==> config.mk <==
export PLATFORM = sky130hd
export DESIGN_NAME = sample_window_buffer_flat
export DESIGN_NICKNAME = d
export VERILOG_FILES = /design/src/rtl/sample_window_buffer_if.sv /design/src/rtl/sample_window_buffer.sv /design/src/flat_wrapper.sv
export SDC_FILE = /design/constraint.sdc
export NUM_CORES = 2
export LEC_CHECK = 0
export CORE_MARGIN = 10
export CORE_UTILIZATION = 55
export DETAILED_ROUTE_END_ITERATION = 10
export DONT_BUFFER_PORTS = 1
export PLACE_DENSITY = 0.73
export SETUP_SLACK_MARGIN = 0.1
export SLEW_MARGIN = 20
export SYNTH_ARGS = -nofsm -noshare
export SYNTH_HDL_FRONTEND = slang
export SYNTH_SLANG_ARGS = --single-unit
export TNS_END_PERCENT = 5
==> constraint.sdc <==
create_clock -name clk -period 3 [get_ports clk]
set_input_delay 0.45 -clock clk [delete_from_list [all_inputs] [get_ports clk]]
set_output_delay 0.45 -clock clk [all_outputs]
set_load 0.01 [all_outputs]
==> src/rtl/sample_window_buffer_if.sv <==
// Sample/tap-read bus for sample_window_buffer.
// master: quantiser/MAC sequencer side (drives samples and tap reads).
// slave : the history buffer itself.
interface sample_window_buffer_if #(
  parameter int DATA_W = 8,
  parameter int DEPTH  = 256,
  parameter int ADDR_W = $clog2(DEPTH)
);
  logic              mode;
  logic              in_valid;
  logic [DATA_W-1:0] in_data;
  logic              in_ready;
  logic              rd_en;
  logic [ADDR_W-1:0] rd_offset;
  logic              rd_valid;
  logic [DATA_W-1:0] rd_data;
  logic [ADDR_W:0]   count;
  logic              full;
  logic              new_sample;
  logic              ovf;

  modport master (
    output mode, in_valid, in_data, rd_en, rd_offset,
    input  in_ready, rd_valid, rd_data, count, full, new_sample, ovf
  );

  modport slave (
    input  mode, in_valid, in_data, rd_en, rd_offset,
    output in_ready, rd_valid, rd_data, count, full, new_sample, ovf
  );
endinterface

==> src/rtl/sample_window_buffer.sv <==
// sample_window_buffer: circular history of the last DEPTH samples with
// tap-indexed read x[n-k] (1-cycle latency, zero outside the held history).
// Optional overwrite tracking enabled by defining SAMPLE_WINDOW_BUFFER_OVF_EN.
module sample_window_buffer #(
  parameter int DATA_W = 8,
  parameter int DEPTH  = 256
) (
  input logic                  clk,
  input logic                  rst,
  sample_window_buffer_if.slave bus
);
  localparam int ADDR_W = $clog2(DEPTH);
  localparam logic [ADDR_W:0] DEPTH_C = (ADDR_W+1)'(DEPTH);

  logic [DATA_W-1:0] mem [DEPTH];
  logic [ADDR_W-1:0] wr_ptr;
  logic [ADDR_W:0]   count_q;
  logic [ADDR_W-1:0] rd_addr;
  logic              full_w;
  logic              accept;
  logic              tap_hit;
  logic              rd_valid_q;
  logic [DATA_W-1:0] rd_data_q;
  logic              new_sample_q;

  // Acceptance: circular mode always takes samples, one-shot stalls when full.
  assign full_w       = (count_q == DEPTH_C);
  assign bus.in_ready = bus.mode | ~full_w;
  assign accept       = bus.in_valid & bus.in_ready;

  // Tap address wraps naturally in ADDR_W bits; taps beyond the history read 0.
  assign rd_addr = wr_ptr - ADDR_W'(1) - bus.rd_offset;
  assign tap_hit = ({1'b0, bus.rd_offset} < count_q);

  // Sample storage, left unreset so it maps onto block RAM.
  always_ff @(posedge clk) begin
    if (accept) mem[wr_ptr] <= bus.in_data;
  end

  // Write pointer and occupancy; occupancy saturates at DEPTH.
  always_ff @(posedge clk or posedge rst) begin
    if (rst) begin
      wr_ptr  <= '0;
      count_q <= '0;
    end else if (accept) begin
      wr_ptr <= wr_ptr + ADDR_W'(1);
      if (!full_w) count_q <= count_q + (ADDR_W+1)'(1);
    end
  end

  // Tap read: uses pre-write pointer/count, so a same-cycle write is not visible.
  always_ff @(posedge clk or posedge rst) begin
    if (rst) begin
      rd_valid_q <= 1'b0;
      rd_data_q  <= '0;
    end else begin
      rd_valid_q <= bus.rd_en;
      if (bus.rd_en) rd_data_q <= tap_hit ? mem[rd_addr] : '0;
    end
  end

  // One-cycle notification after each accepted sample.
  always_ff @(posedge clk or posedge rst) begin
    if (rst) new_sample_q <= 1'b0;
    else     new_sample_q <= accept;
  end

`ifdef SAMPLE_WINDOW_BUFFER_OVF_EN
  logic ovf_q;

  // Sticky flag: set once any sample has overwritten the oldest entry.
  always_ff @(posedge clk or posedge rst) begin
    if (rst)                             ovf_q <= 1'b0;
    else if (accept && full_w && bus.mode) ovf_q <= 1'b1;
  end

  assign bus.ovf = ovf_q;
`else
  assign bus.ovf = 1'b0;
`endif

  assign bus.count      = count_q;
  assign bus.full       = full_w;
  assign bus.rd_valid   = rd_valid_q;
  assign bus.rd_data    = rd_data_q;
  assign bus.new_sample = new_sample_q;
endmodule

==> src/flat_wrapper.sv <==
// flat-port wrapper written by rule: the top's interface ports become plain ports
module sample_window_buffer_flat 
#(
  parameter int DATA_W = 8,
  parameter int DEPTH  = 256
)
  (clk, rst, bus_mode, bus_in_valid, bus_in_data, bus_rd_en, bus_rd_offset, bus_in_ready, bus_rd_valid, bus_rd_data, bus_count, bus_full, bus_new_sample, bus_ovf);
  sample_window_buffer_if #(.DATA_W(DATA_W), .DEPTH(DEPTH)) bus_i ();
  input logic clk;
  input logic rst;
  input wire logic [$bits(bus_i.mode)-1:0] bus_mode;
  input wire logic [$bits(bus_i.in_valid)-1:0] bus_in_valid;
  input wire logic [$bits(bus_i.in_data)-1:0] bus_in_data;
  input wire logic [$bits(bus_i.rd_en)-1:0] bus_rd_en;
  input wire logic [$bits(bus_i.rd_offset)-1:0] bus_rd_offset;
  output wire logic [$bits(bus_i.in_ready)-1:0] bus_in_ready;
  output wire logic [$bits(bus_i.rd_valid)-1:0] bus_rd_valid;
  output wire logic [$bits(bus_i.rd_data)-1:0] bus_rd_data;
  output wire logic [$bits(bus_i.count)-1:0] bus_count;
  output wire logic [$bits(bus_i.full)-1:0] bus_full;
  output wire logic [$bits(bus_i.new_sample)-1:0] bus_new_sample;
  output wire logic [$bits(bus_i.ovf)-1:0] bus_ovf;
  assign bus_i.mode = bus_mode;
  assign bus_i.in_valid = bus_in_valid;
  assign bus_i.in_data = bus_in_data;
  assign bus_i.rd_en = bus_rd_en;
  assign bus_i.rd_offset = bus_rd_offset;
  assign bus_in_ready = bus_i.in_ready;
  assign bus_rd_valid = bus_i.rd_valid;
  assign bus_rd_data = bus_i.rd_data;
  assign bus_count = bus_i.count;
  assign bus_full = bus_i.full;
  assign bus_new_sample = bus_i.new_sample;
  assign bus_ovf = bus_i.ovf;
  sample_window_buffer #(.DATA_W(DATA_W), .DEPTH(DEPTH)) u_core (.clk(clk), .rst(rst), .bus(bus_i));
endmodule
---- Word-level counts from Yosys, hierarchy flattened ----
Memories as Yosys holds them, arrays and structs flattened.
Cells that the tools add are included.
storage, ports and cells
  flip-flop bits (word level) ............. 27
  bits in writable memories ............... 2048
  output and inout bits ................... 22
  word-level logic and storage cells ...... 19
  memories ................................ 1
memories
  name        words  bits a word  rd ports  clocked after Yosys merged registers in  write ports  RTL line                    RTL
  u_core.mem  256    8            1         0                                        1            sample_window_buffer.sv:15  logic [DATA_W-1:0] mem [DEPTH];
cells by class
  add/subtract/negate cells ............... 4
  order comparisons ....................... 1
  eq/ne operators ......................... 1
  mux-type cells .......................... 3
  bitwise logic cells ..................... 3
  reductions and logical operators ........ 1
operators by type and width
  kind                                               number
  adder 9 x 1 -> 9 bit (second input constant)       1
  == test 9 bit (second input constant)              1
  less-than comparator 8 x 9 -> 1 bit                1
  adder 8 x 1 -> 8 bit (second input constant)       1
  two-way mux 8 bit                                  1
  subtractor 8 x 1 -> 8 bit (second input constant)  1
  subtractor 8 bit                                   1
  two-way mux 1 bit                                  2
  AND reduction 2 bit                                1
  AND 1 bit                                          1
  inverter 1 bit                                     1
  OR 1 bit                                           1

---- Depth between registers and ports, before layout ----
  word-level depth ........................ 6
  depth in mapped cells ................... 15
  mapped depth without buffers ............ 11

---- Least setup slack after synthesis ----
No wires, ideal clock.
  path type ............................... input -> register
  from .................................... input port bus_rd_offset[0]
  to ...................................... register u_core.rd_data_q[2] (netlist: u_core.bus.rd_data[2])
  setup time .............................. 145 ps
  arrival time ............................ 3182 ps
  required time ........................... 2855 ps
  slack ................................... -327 ps
  stages .................................. 13
  buffers on the path ..................... 4
  cell sequence ........................... inv_1 -> ha_1 -> fa_1 -> buf_4 -> buf_4 -> buf_2 -> buf_1 -> mux4_2 -> mux4_2 -> nor3_1 -> a31oi_1 -> nand3_1 -> o221ai_1
on the way
  cells in the longest elaborated chain, start to end .. 3
  elaborated cells on any way between the ends .. 4
  classes of those cells .................. add/sub (1); order compare (1); mux (1); memory (1)
ends and longest elaborated chain
  element                RTL line                    RTL
  start, declared        flat_wrapper.sv:15          input wire logic [$bits(bus_i.rd_offset)-1:0] bus_rd_offset;
  subtractor 8 bit       sample_window_buffer.sv:32  assign rd_addr = wr_ptr - ADDR_W'(1) - bus.rd_offset;
  memory (256 x 8 bit)   -
  two-way mux 8 bit (*)  sample_window_buffer.sv:58  if (bus.rd_en) rd_data_q <= tap_hit ? mem[rd_addr] : '0;
  end signal, assigned   sample_window_buffer.sv:58
  end, declared          sample_window_buffer.sv:23  logic [DATA_W-1:0] rd_data_q;
Mark *: on every way between the ends. The rest lies on a longest branch, timed or not.
A chain may end at the register's enable or synchronous reset.

---- Worst setup path in the final report ----
  from .................................... register u_core.wr_ptr[0]
  to ...................................... register u_core.rd_data_q[0] (netlist: u_core.bus.rd_data[0])
on the way
  cells in the longest elaborated chain, start to end .. 4
ends and longest elaborated chain
  element                    RTL line                    RTL
  start, declared            sample_window_buffer.sv:16  logic [ADDR_W-1:0] wr_ptr;
  start signal, assigned     sample_window_buffer.sv:46  wr_ptr <= wr_ptr + ADDR_W'(1);
  subtractor 8 x 1 -> 8 bit  sample_window_buffer.sv:32
  subtractor 8 bit           sample_window_buffer.sv:32
  memory (256 x 8 bit)       -
  two-way mux 8 bit          sample_window_buffer.sv:58
Every way passes these cells.

==> run summary <==
Worst Skew: 0.0335 ns
Final setup viols: 8
Final net count: 4,373
Clock Sink Count: 2,075
EDFF count, synth: 2,048
Antenna-violating nets left: 0
Final hold viol count: 411
Clock share of power: 24.7%
DIE WIDTH: 404 µm
Final cycle utilization of the critical path: 124%
RSZ-0062 raised after global routing: yes
Die Area: 164,000 µm²
Die Y: 404 µm
Wirelength per Cell: 31.7 µm
CP max FO: 13
Overflow after GRT: 0
Final std cells w/o fill: 6,436
Synth top cells by count: edfxtp_1 (2,048), mux4_2 (528), nor2_1 (301)
FF+latch count, synth: 2,075
Port bufs: 0
Final Cell Area: 95,100 µm²
Netlist cell types: 67
Pwr/cell area: 1060 nW/µm²
All-Layer GR Usage: 24.6%
Top-count cell post-synth: edfxtp_1
Area contributors post-synth: edfxtp_1 (76%), mux4_2 (15%), nor2_1 (1.4%), nand2_1 (1.0%), mux2i_1 (0.90%)
CTS tree: done
Worst slack, placed: -1.07 ns
Largest net degree at the start of global routing: 257
Largest family of logic cells by synthesized area: multiplexers
Drt via density: 6.55
Via count: 42,200
Fraction of synthesized area in multiplexers: 16.0%
Cells after DPL: 6,008
CTS buffer count: 196
Initial DRC Count: 5,462
Core area: 147,000 µm²
Longest Clk Path Bufs: 3
P_int: 67.2 mW
Predominant post-synthesis flop cell: edfxtp_1
Register area share after synthesis: 76.5%
Simple-gate share of the synthesized area: 3.50%
Sw power: 33.9 mW
Sw frac: 33.5%
Row count: 141
Average size of a mapped cell: 20.9 µm²
Placed cell area: 87,000 µm²
HP Class: in2reg
WP data arrival: 4.48 ns
CP endpoint kind: flop
Post-Synth XOR/XNOR Area: 0.205%
Compound-Gate Fraction of Synth Area: 1.98%
Cells after Synth: 3,883
Fmax: 269 MHz
Reg clk slew, reported paths: 0.06 ns
Adder-cell share of the synthesized area: 0.333%
Layout cell share with drive strength beyond 1: 32.8%
Synthesis-to-finish area growth: 17.0%
Status: complete, but fails checks
Critical Path RT: 3.76 ns
Synth top area share: 75.7%
Clock root buffer: clkbuf_16
Initial DRT Pass Iterations: 6
Min cycle time layout: 3.72 ns
Setup TNS: -5.42 ns
Max-cap violations: 0
# IOs: 43
Worst hold slack: -0.247 ns
Sequential power share: 32.1%
Max Slew Vio Count: 0
Initial antenna violation count: 4
Fill count: 9,288
Post-Syn Nets: 3,925
Comb power frac: 43.1%
First-pass GRT wire length: 294,000 µm
Failing checks: hold timing, setup timing
Pleak: 30.5 nW
Worst skew pair latency: 0.84 ns
Placer Congestion: 0.873
Normalized max-slew margin: 23.5%
Crit path kind: reg2reg
Number of global-route vias before repair: 41,900
Htree depth: 4
Worst VDD drop: 0.000833 V
Yosys warnings: 0
Initial Utilization: 55.2%
Overall routed net length: 204,000 µm
Final worst slack: -0.719 ns
Dpl hpwl: 121,000 µm
Slew @ Worst Pin: 1.14 ns
Area leader, netlist: edfxtp_1
Residual DRC: 0
Type of origin of the critical path: flop
Ys async rst share: 1.30%
Mapped Area: 81,300 µm²
==> per-layer routing <==
layer | part of all wire (%) | up-vias | global-route usage (%) | wire (µm)
met3 | 9.9 | 411 | 5.34 | 20200
li1 | - | 17000 | - | -
met1 | 37 | 22200 | 34.1 | 76400
met2 | 49 | 2500 | 39.0 | 99300
met4 | 3.9 | 6 | 8.83 | 7870
met5 | 0.018 | - | 0 | 36
==> state kept, by name, summed over array words and instances (netlist names) <==
signal	cells
u_core.wr_ptr	8
u_core.bus.rd_data	8
u_core.bus.new_sample	1
u_core.bus.rd_valid	1
u_core.mem	2048
u_core.bus.count	9
==> per-stage QoR <==
stage          power (mW)  util [%]
2_1_floorplan        55.4         -
3_3_place_gp         72.2      59.0
3_5_place_dp         72.5      59.0
4_1_cts              99.3      63.9
5_1_grt               104      64.5
6_report              101      64.5
==> kinds of logic (layout without fill, tap and decap cells) <==
family | count (synthesis) | after routing
other | 1 | 4
AND/OR/NAND/NOR | 676 | 676
adder cells (fa/ha/maj) | 21 | 21
AO/OA/AOI/OAI | 199 | 199
flip-flops | 2075 | 2075
multiplexers | 633 | 633
buffers and inverters | 259 | 879
XOR/XNOR | 19 | 19
==> worst max-delay path, cell delays in order (launching register included) <==
cell and delay, ns:
dfrtp_1 0.40, ha_4 0.17, fa_4 0.82, buf_12 0.14
buf_16 0.14, buf_6 0.14, bufbuf_16 0.30, mux4_2 0.23
mux2i_1 0.09, a221oi_2 0.43, o221ai_1 0.22, a21oi_2 0.23
buf_4 0.17, o21ai_1 0.08, nand3_2 0.07
==> cells in the final DEF (no fill, tap or decap), types with 6 or more instances in the layout <==
| master | instances |
|---|---|
| a311oi_1 | 10 |
| xnor2_1 | 17 |
| nand3_1 | 54 |
| inv_6 | 6 |
| nor2_1 | 209 |
| inv_16 | 7 |
| a32oi_1 | 28 |
| clkbuf_1 | 47 |
| nor3_1 | 10 |
| dfrtp_1 | 27 |
| nand2b_1 | 6 |
| a221oi_1 | 13 |
| nor2_2 | 90 |
| clkinv_1 | 53 |
| o211ai_1 | 10 |
| nand2_1 | 223 |
| and3_1 | 25 |
| clkinv_2 | 30 |
| mux4_2 | 528 |
| buf_16 | 20 |
| mux2_2 | 26 |
| buf_12 | 91 |
| buf_6 | 18 |
| bufinv_16 | 24 |
| a211oi_2 | 21 |
| inv_1 | 29 |
| dlygate4sd3_1 | 6 |
| a31oi_1 | 17 |
| nand4_1 | 21 |
| edfxtp_1 | 2048 |
| clkbuf_16 | 201 |
| nor2b_1 | 8 |
| buf_4 | 337 |
| mux2i_1 | 69 |
| a31o_2 | 11 |
| o221ai_1 | 11 |
| ha_1 | 19 |
| a221o_1 | 6 |
| o31a_1 | 6 |
==> final timing paths <==
kind,from,to,slack (ns),cells after the start
max in group asynchronous,rst,u_core.bus.count[6],2.43,3
min reg2reg,u_core.wr_ptr[5],u_core.wr_ptr[5],0.59,2
max reg2reg,u_core.wr_ptr[0],u_core.bus.rd_data[0],-0.72,14
min,bus_in_data[4],u_core.mem[108][4],-0.25,0
min in group asynchronous,rst,u_core.bus.rd_valid,0.17,3
max,u_core.wr_ptr[0],u_core.bus.rd_data[0],-0.72,14
==> area by class of cell <==
| cell class | instances | area, µm² | area share, % |
|---|---|---|---|
| inverters | 30 | 113 | 0.118 |
| repair buffers | 479 | 5330 | 5.60 |
| clock buffers | 244 | 5110 | 5.37 |
| multi-input cells | 1549 | 18600 | 19.5 |
| clock inverters | 126 | 1340 | 1.41 |
| diodes | 3 | 7.51 | 0.00790 |
| flip-flops and latches | 2075 | 62200 | 65.4 |
| well taps | 1930 | 2410 | 2.54 |
==> power groups by stage <==
stage	logic, mW	registers [mW]	clock network (mW)
3_3_place_gp	39.1	33.1	0
5_1_grt	45.2	32.5	26.3
6_report	43.6	32.5	25.0
2_1_floorplan	22.3	33.1	0
4_1_cts	41.7	32.5	25.1
3_5_place_dp	39.5	33.1	0
==> what timing repair did <==
action | in CTS | in global routing
setup endpoints to repair | 37 | 636
buffers inserted | 19 | 11
resized for setup | 68 | 126
hold buffers | 4 | 12
pin swaps | 13 | 22
hold endpoints to repair | 2093 | 1415
gates cloned | 5 | 4
Power figures use the tool's default switching activity.
